### src/rtl/vga_timing_gen_pkg.sv
// Shared constants for the video timing generator: polarity levels, mode presets
// and the sync level helper used by both counter axes.
package vga_timing_gen_pkg;

   localparam logic POL_NEG = 1'b0;
   localparam logic POL_POS = 1'b1;

   // 640x480@60, 25.175 MHz nominal (25 MHz from 100 MHz / 4 is within monitor tolerance)
   localparam int VGA640_H_ACTIVE = 640;
   localparam int VGA640_H_FP     = 16;
   localparam int VGA640_H_SYNC   = 96;
   localparam int VGA640_H_BP     = 48;
   localparam int VGA640_V_ACTIVE = 480;
   localparam int VGA640_V_FP     = 10;
   localparam int VGA640_V_SYNC   = 2;
   localparam int VGA640_V_BP     = 33;
   localparam logic VGA640_HS_POL = POL_NEG;
   localparam logic VGA640_VS_POL = POL_NEG;

   // 800x600@60, 40 MHz pixel clock
   localparam int SVGA800_H_ACTIVE = 800;
   localparam int SVGA800_H_FP     = 40;
   localparam int SVGA800_H_SYNC   = 128;
   localparam int SVGA800_H_BP     = 88;
   localparam int SVGA800_V_ACTIVE = 600;
   localparam int SVGA800_V_FP     = 1;
   localparam int SVGA800_V_SYNC   = 4;
   localparam int SVGA800_V_BP     = 23;
   localparam logic SVGA800_HS_POL = POL_POS;
   localparam logic SVGA800_VS_POL = POL_POS;

   function automatic logic sync_level(input logic asserted, input logic pol);
      return asserted ? pol : ~pol;
   endfunction

endpackage

### src/rtl/vga_timing_axis.sv
// One timing axis (horizontal or vertical): wrapping counter plus registered
// active/sync decode taken from the next count so all outputs change together.
module vga_timing_axis
   import vga_timing_gen_pkg::*;
#(
   parameter int   ACTIVE = 640,
   parameter int   FP     = 16,
   parameter int   SYNC   = 96,
   parameter int   BP     = 48,
   parameter logic POL    = 1'b0,
   parameter int   CW     = 11
) (
   input  logic          clk,
   input  logic          reset,
   input  logic          step,
   input  logic          restart,
   output logic [CW-1:0] cnt,
   output logic          active,
   output logic          sync,
   output logic          wrap
);

   localparam logic [CW-1:0] LAST       = CW'(ACTIVE + FP + SYNC + BP - 1);
   localparam logic [CW-1:0] ACTIVE_END = CW'(ACTIVE - 1);
   localparam logic [CW-1:0] SYNC_FIRST = CW'(ACTIVE + FP);
   localparam logic [CW-1:0] SYNC_LAST  = CW'(ACTIVE + FP + SYNC - 1);

   logic [CW-1:0] cnt_nxt;
   logic          active_nxt;
   logic          sync_nxt;

   // wrap flags that the next step lands on 0; the other axis uses it as its carry
   assign wrap = (cnt == LAST);

   always_comb begin
      cnt_nxt = cnt;
      if (step) begin
         if (restart || wrap)
            cnt_nxt = '0;
         else
            cnt_nxt = cnt + CW'(1);
      end
      active_nxt = (cnt_nxt <= ACTIVE_END);
      sync_nxt   = sync_level((cnt_nxt >= SYNC_FIRST) && (cnt_nxt <= SYNC_LAST), POL);
   end

   always_ff @(posedge clk or posedge reset) begin
      if (reset) begin
         cnt    <= LAST;
         active <= 1'b0;
         sync   <= sync_level(1'b0, POL);
      end else begin
         cnt    <= cnt_nxt;
         active <= active_nxt;
         sync   <= sync_nxt;
      end
   end

endmodule

### src/rtl/vga_timing_gen.sv
// Parametrised video timing generator: pixel divider, H/V axes, line/frame strobes
// and frame counter. Define VGA_TIMING_GENLOCK_EN to add the frame_sync restart input.
module vga_timing_gen
   import vga_timing_gen_pkg::*;
#(
   parameter int   H_ACTIVE = VGA640_H_ACTIVE,
   parameter int   H_FP     = VGA640_H_FP,
   parameter int   H_SYNC   = VGA640_H_SYNC,
   parameter int   H_BP     = VGA640_H_BP,
   parameter int   V_ACTIVE = VGA640_V_ACTIVE,
   parameter int   V_FP     = VGA640_V_FP,
   parameter int   V_SYNC   = VGA640_V_SYNC,
   parameter int   V_BP     = VGA640_V_BP,
   parameter logic HS_POL   = VGA640_HS_POL,
   parameter logic VS_POL   = VGA640_VS_POL,
   parameter int   PIX_DIV  = 4,
   parameter int   CW       = 11,
   parameter int   FCW      = 16
) (
   input  logic           clk,
   input  logic           reset,
   input  logic           en,
`ifdef VGA_TIMING_GENLOCK_EN
   input  logic           frame_sync,
`endif
   output logic           Hsync,
   output logic           Vsync,
   output logic           pix_en,
   output logic           de,
   output logic [CW-1:0]  x,
   output logic [CW-1:0]  y,
   output logic           line_start,
   output logic           frame_start,
   output logic [FCW-1:0] frame_cnt
);

   localparam int DW = (PIX_DIV > 1) ? $clog2(PIX_DIV) : 1;
   localparam logic [DW-1:0] DIV_LAST = DW'(PIX_DIV - 1);

   logic [DW-1:0] div;
   logic          tick;
   logic          restart;
   logic          h_active, v_active;
   logic          h_wrap, v_wrap;
   logic          v_step;
   logic          line_evt, frame_evt;

   assign tick = en && (div == DIV_LAST);

   // dropping en clears the divider so a resume always waits a full pixel period
   always_ff @(posedge clk or posedge reset) begin
      if (reset)
         div <= '0;
      else if (!en || tick)
         div <= '0;
      else
         div <= div + DW'(1);
   end

`ifdef VGA_TIMING_GENLOCK_EN
   logic sync_pend;

   always_ff @(posedge clk or posedge reset) begin
      if (reset)
         sync_pend <= 1'b0;
      else if (en)
         sync_pend <= frame_sync || (sync_pend && !tick);
   end

   assign restart = sync_pend;
`else
   assign restart = 1'b0;
`endif

   assign line_evt  = h_wrap || restart;
   assign frame_evt = (h_wrap && v_wrap) || restart;
   assign v_step    = tick && line_evt;

   vga_timing_axis #(
      .ACTIVE (H_ACTIVE),
      .FP     (H_FP),
      .SYNC   (H_SYNC),
      .BP     (H_BP),
      .POL    (HS_POL),
      .CW     (CW)
   ) u_h_axis (
      .clk     (clk),
      .reset   (reset),
      .step    (tick),
      .restart (restart),
      .cnt     (x),
      .active  (h_active),
      .sync    (Hsync),
      .wrap    (h_wrap)
   );

   vga_timing_axis #(
      .ACTIVE (V_ACTIVE),
      .FP     (V_FP),
      .SYNC   (V_SYNC),
      .BP     (V_BP),
      .POL    (VS_POL),
      .CW     (CW)
   ) u_v_axis (
      .clk     (clk),
      .reset   (reset),
      .step    (v_step),
      .restart (restart),
      .cnt     (y),
      .active  (v_active),
      .sync    (Vsync),
      .wrap    (v_wrap)
   );

   // both terms are flops updated on the same edge, so de carries no skew against x/y
   assign de = h_active && v_active;

   always_ff @(posedge clk or posedge reset) begin
      if (reset) begin
         pix_en      <= 1'b0;
         line_start  <= 1'b0;
         frame_start <= 1'b0;
         frame_cnt   <= '0;
      end else begin
         pix_en      <= tick;
         line_start  <= tick && line_evt;
         frame_start <= tick && frame_evt;
         if (tick && frame_evt)
            frame_cnt <= frame_cnt + FCW'(1);
      end
   end

endmodule
### config.mk
export PLATFORM = sky130hd
export DESIGN_NAME = vga_timing_gen
export DESIGN_NICKNAME = d
export VERILOG_FILES = /design/src/rtl/vga_timing_gen_pkg.sv /design/src/rtl/vga_timing_axis.sv /design/src/rtl/vga_timing_gen.sv
export SDC_FILE = /design/constraint.sdc
export NUM_CORES = 1
export LEC_CHECK = 0
export ABC_CLOCK_PERIOD_IN_PS = 3200
export CAP_MARGIN = 10
export CORE_ASPECT_RATIO = 0.5
export CORE_UTILIZATION = 36
export CTS_BUF_LIST = sky130_fd_sc_hd__clkbuf_8
export CTS_CLUSTER_SIZE = 40
export DETAILED_ROUTE_END_ITERATION = 10
export PLACE_DENSITY = 0.59
export SLEW_MARGIN = 40
export SYNTH_ARGS = -nofsm -noshare
export SYNTH_HDL_FRONTEND = slang
export SYNTH_HIERARCHICAL = 1
export SYNTH_SLANG_ARGS = --single-unit
### constraint.sdc
create_clock -name clk -period 3.2 [get_ports clk]
set_clock_uncertainty 0.1 [all_clocks]
set_input_delay 0.64 -clock clk [delete_from_list [all_inputs] [get_ports clk]]
set_output_delay 0.64 -clock clk [all_outputs]
set_load 0.05 [all_outputs]
==> metrics.md <==
| Metric | Value |
|---|---|
| Share of the synthesized area in the top cell type | `roughly 36%` |
| Hold-fix buffers, CTS | `0` |
| Cell taking the most area after synthesis | `dfrtp_1` |
| EDFF count, synth | `0` |
| Final GP Congestion | `between 0.8 and 0.9` |
| Largest net degree at the start of global routing | `22` |
| CP peak stage delay | `roughly 590 ps` |
| Final hold violations | `0` |
| Initial antenna violation count | `0` |
| Crit share post-route | `91.2%` |
| # fillers | `610` |
| Starting Density | `around two fifths` |
| Setup-failing EPs final | `0` |
| Dominant synthesized flop cell | `dfrtp_1` |
| R2R cell count | `8` |
| Die area | `7140 um2` |
| Nets | `300` |
| Critical path's slowest cell | `or4_1` |
| Chip height | `about 60 um` |
| Delay-heaviest family, CP | `simple AND/OR/NAND/NOR gates` |
| Total number of vias | `1,855` |
| Total track usage | `15.6%` |
| DP Worst Slack | `274 ps` |
| WP buf/inv | `0` |
| CTS tree | `yes` |
| Final ANT Viol Nets | `0` |
| Max VDD drop | `166 uV` |
| HP Class | `reg -> reg` |
| I/O pin cnt | `47` |
| Most common cell in the netlist | `dfrtp_1` |
| Measured slew at the worst slew-check pin | `509 ps` |
| Worst Setup Slack, final | `about 280 ps` |
| Mapped Cells | `roughly 240` |
| Worst R2R Start | `u_h_axis/cnt[5]` |
| WL per Instance | `13.1 um` |
| Layout Utilization | `between 40% and 50%` |
| Leakage | `between 0.001 and 0.0015 uW` |
| Mapped Area | `2440 um2` |
| Worst hold stages | `1` |
| Total CTS buffers | `5` |
| Avg Inst Size Synth | `just over 10 um2` |
| # H-tree levels | `2` |
| CORE AREA | `around 6300 um2` |
| Peak fanout along the critical path | `8` |
| Synth top area cells | `dfrtp_1 36%, dfstp_2 13%, xnor2_1 6.5%, xor2_1 5.4%, nor2_1 4.3%` |
| DRC | `0` |
| Slew HR | `around 66%` |
| Crit path kind | `reg -> reg` |
| Row cnt | `20` |
| CP cell instances | `or4_1, nor4_1, and3_1, nand2_1, nor3_1, nand3_1, xor2_1, nor2_1` |
| Final HPWL from detailed placement | `~3.8 mm` |
| Setup repair after global routing missed its margin | `false` |
| Clock-pin slew on the worst setup and hold paths | `80 ps` |
| Post-DP Area | `3000 um2` |
| Port-buffer cells | `46` |
| Layout cell share with drive strength beyond 1 | `11.6%` |
| Sequential area share after synthesis | `between 40 and 50%` |
| Post_cts resized | `0` |
| Post-CTS Setup Repair Bufs | `0` |
| Most frequent cells after synthesis | `35 x dfrtp_1, 28 x nor2_1, 18 x xnor2_1, 16 x nand2_1` |
| R2R Path End | `u_v_axis/cnt[10]` |
| Tmin final | `slightly below 3000 ps` |
| Pre-Repair DR Iteration Count | `4` |
| Routed wire length | `4.99 mm` |
| Fin. max-slew vios | `0` |
| Startpoint types | `register` |
| Grt ovf | `0` |
| Setup TNS | `0 ps` |
| HP Start | `div[0]` |
| Status | `complete, no violations` |
| Fmax | `~0.34 GHz` |
| Vias/cell | `4.87` |
| Clk_lat worst skew | `310 ps` |
| YS warnings | `6` |
| R2r setup slk | `280 ps` |
| Max_cap viols | `0` |
| Post-route cell area | `3140 um2` |
| # diodes | `0` |
| Synth unique cells | `49` |
| Vias in the first global route | `about 1,800` |
| CP arrival | `3010 ps` |
| CTS Buffer Depth | `2` |
| DIE WIDTH | `119 um` |
| Layout area overhead | `28.3%` |
| Crit end category | `register` |
| Worst EP required | `3290 ps` |
| Hold endpoint | `div[0]` |
| Final Power | `1320 uW` |
| PwrDens | `419 nW/um2` |
| Flop and latch count out of synthesis | `47` |
| Clk sink count | `47` |
| Root Buffer | `clkbuf_8` |
| First-pass GRT wire length | `8.49 mm` |
| Starting DRC count in detailed routing | `56` |
| Ys async rst share | `100%` |
-- routing by layer --
metal	global-route usage (%)	share of wire, %	vias to the layer above
met5	0	0	-
met4	6.51	1.5	0
met3	4.39	3.7	8
met2	26.6	46	29
met1	19.2	49	891
li1	-	-	927
-- state kept, by name (all words and copies together), names as in the netlist --
signal           count
pix_en               1
u_v_axis/sync        1
u_h_axis/cnt        11
frame_start          1
u_v_axis/cnt        11
u_v_axis/active      1
u_h_axis/active      1
div                  2
line_start           1
u_h_axis/sync        1
frame_cnt           16
-- cells in the final DEF, fill, tap and decap left out, types with 7 or more instances in the layout --
cell type        synthesis  final
nand3_1                 14     14
dfstp_2                 12     12
nand4_1                  7      7
xnor2_1                 18     18
inv_1                   15     14
dfrtp_1                 35     35
clkdlybuf4s50_1          0     46
nor2_1                  28     28
xor2_1                  15     15
nand2_1                 16     16
-- power by group --
group	switching [uW]	internal, uW	leakage, uW
combinational	96.5	48.4	0.000692
sequential	31.4	624	0.000580
clock	203	311	0.0000644
-- metrics by stage --
| step | instances | hold slack [ps] |
|---|---|---|
| final | 381 | 350 |
| after global routing | 381 | 376 |
| after CTS | 381 | 347 |
| after detailed placement | 373 | 335 |
| after global placement | 373 | 323 |
| after floorplan | 242 | 314 |
-- cell families after synthesis --
group	Yosys count	share of synthesized area, %
and+or+nand+nor	105	24.2
adders and majority gates	5	2.56
xor gates and xnor gates	33	11.8
muxes	1	0.461
DFF	47	48.7
other	1	0.153
buffers and inverters	22	4.76
AOI/OAI and AO/OA	24	7.32
-- how the worst max path moves through the flow --
| stage | from | end | slack [ps] | depth (start not counted) |
|---|---|---|---|---|
| 6_report | u_h_axis/cnt[5] | u_v_axis/cnt[10] | 280 | 8 |
| 5_1_grt | u_h_axis/cnt[5] | u_v_axis/cnt[10] | 20 | 8 |
| 4_1_cts | u_h_axis/cnt[5] | u_v_axis/cnt[10] | 260 | 8 |
| 3_5_place_dp | u_h_axis/cnt[5] | u_v_axis/cnt[10] | 270 | 8 |
| 3_3_place_gp | en | u_h_axis/active | 320 | 7 |
| 2_1_floorplan | u_h_axis/cnt[5] | u_v_axis/cnt[10] | 150 | 9 |
-- final cells by class --
cell class,instances,area (um2),area share [%]
sequential,47,1190,38.0
multi-input combinational,173,1150,36.7
timing repair buffer,50,490,15.6
tap,88,110,3.51
clock buffer,5,68.8,2.19
clock inverter,3,67.6,2.15
inverter,15,56.3,1.80
No activity file was read; power rests on OpenSTA's default activity.
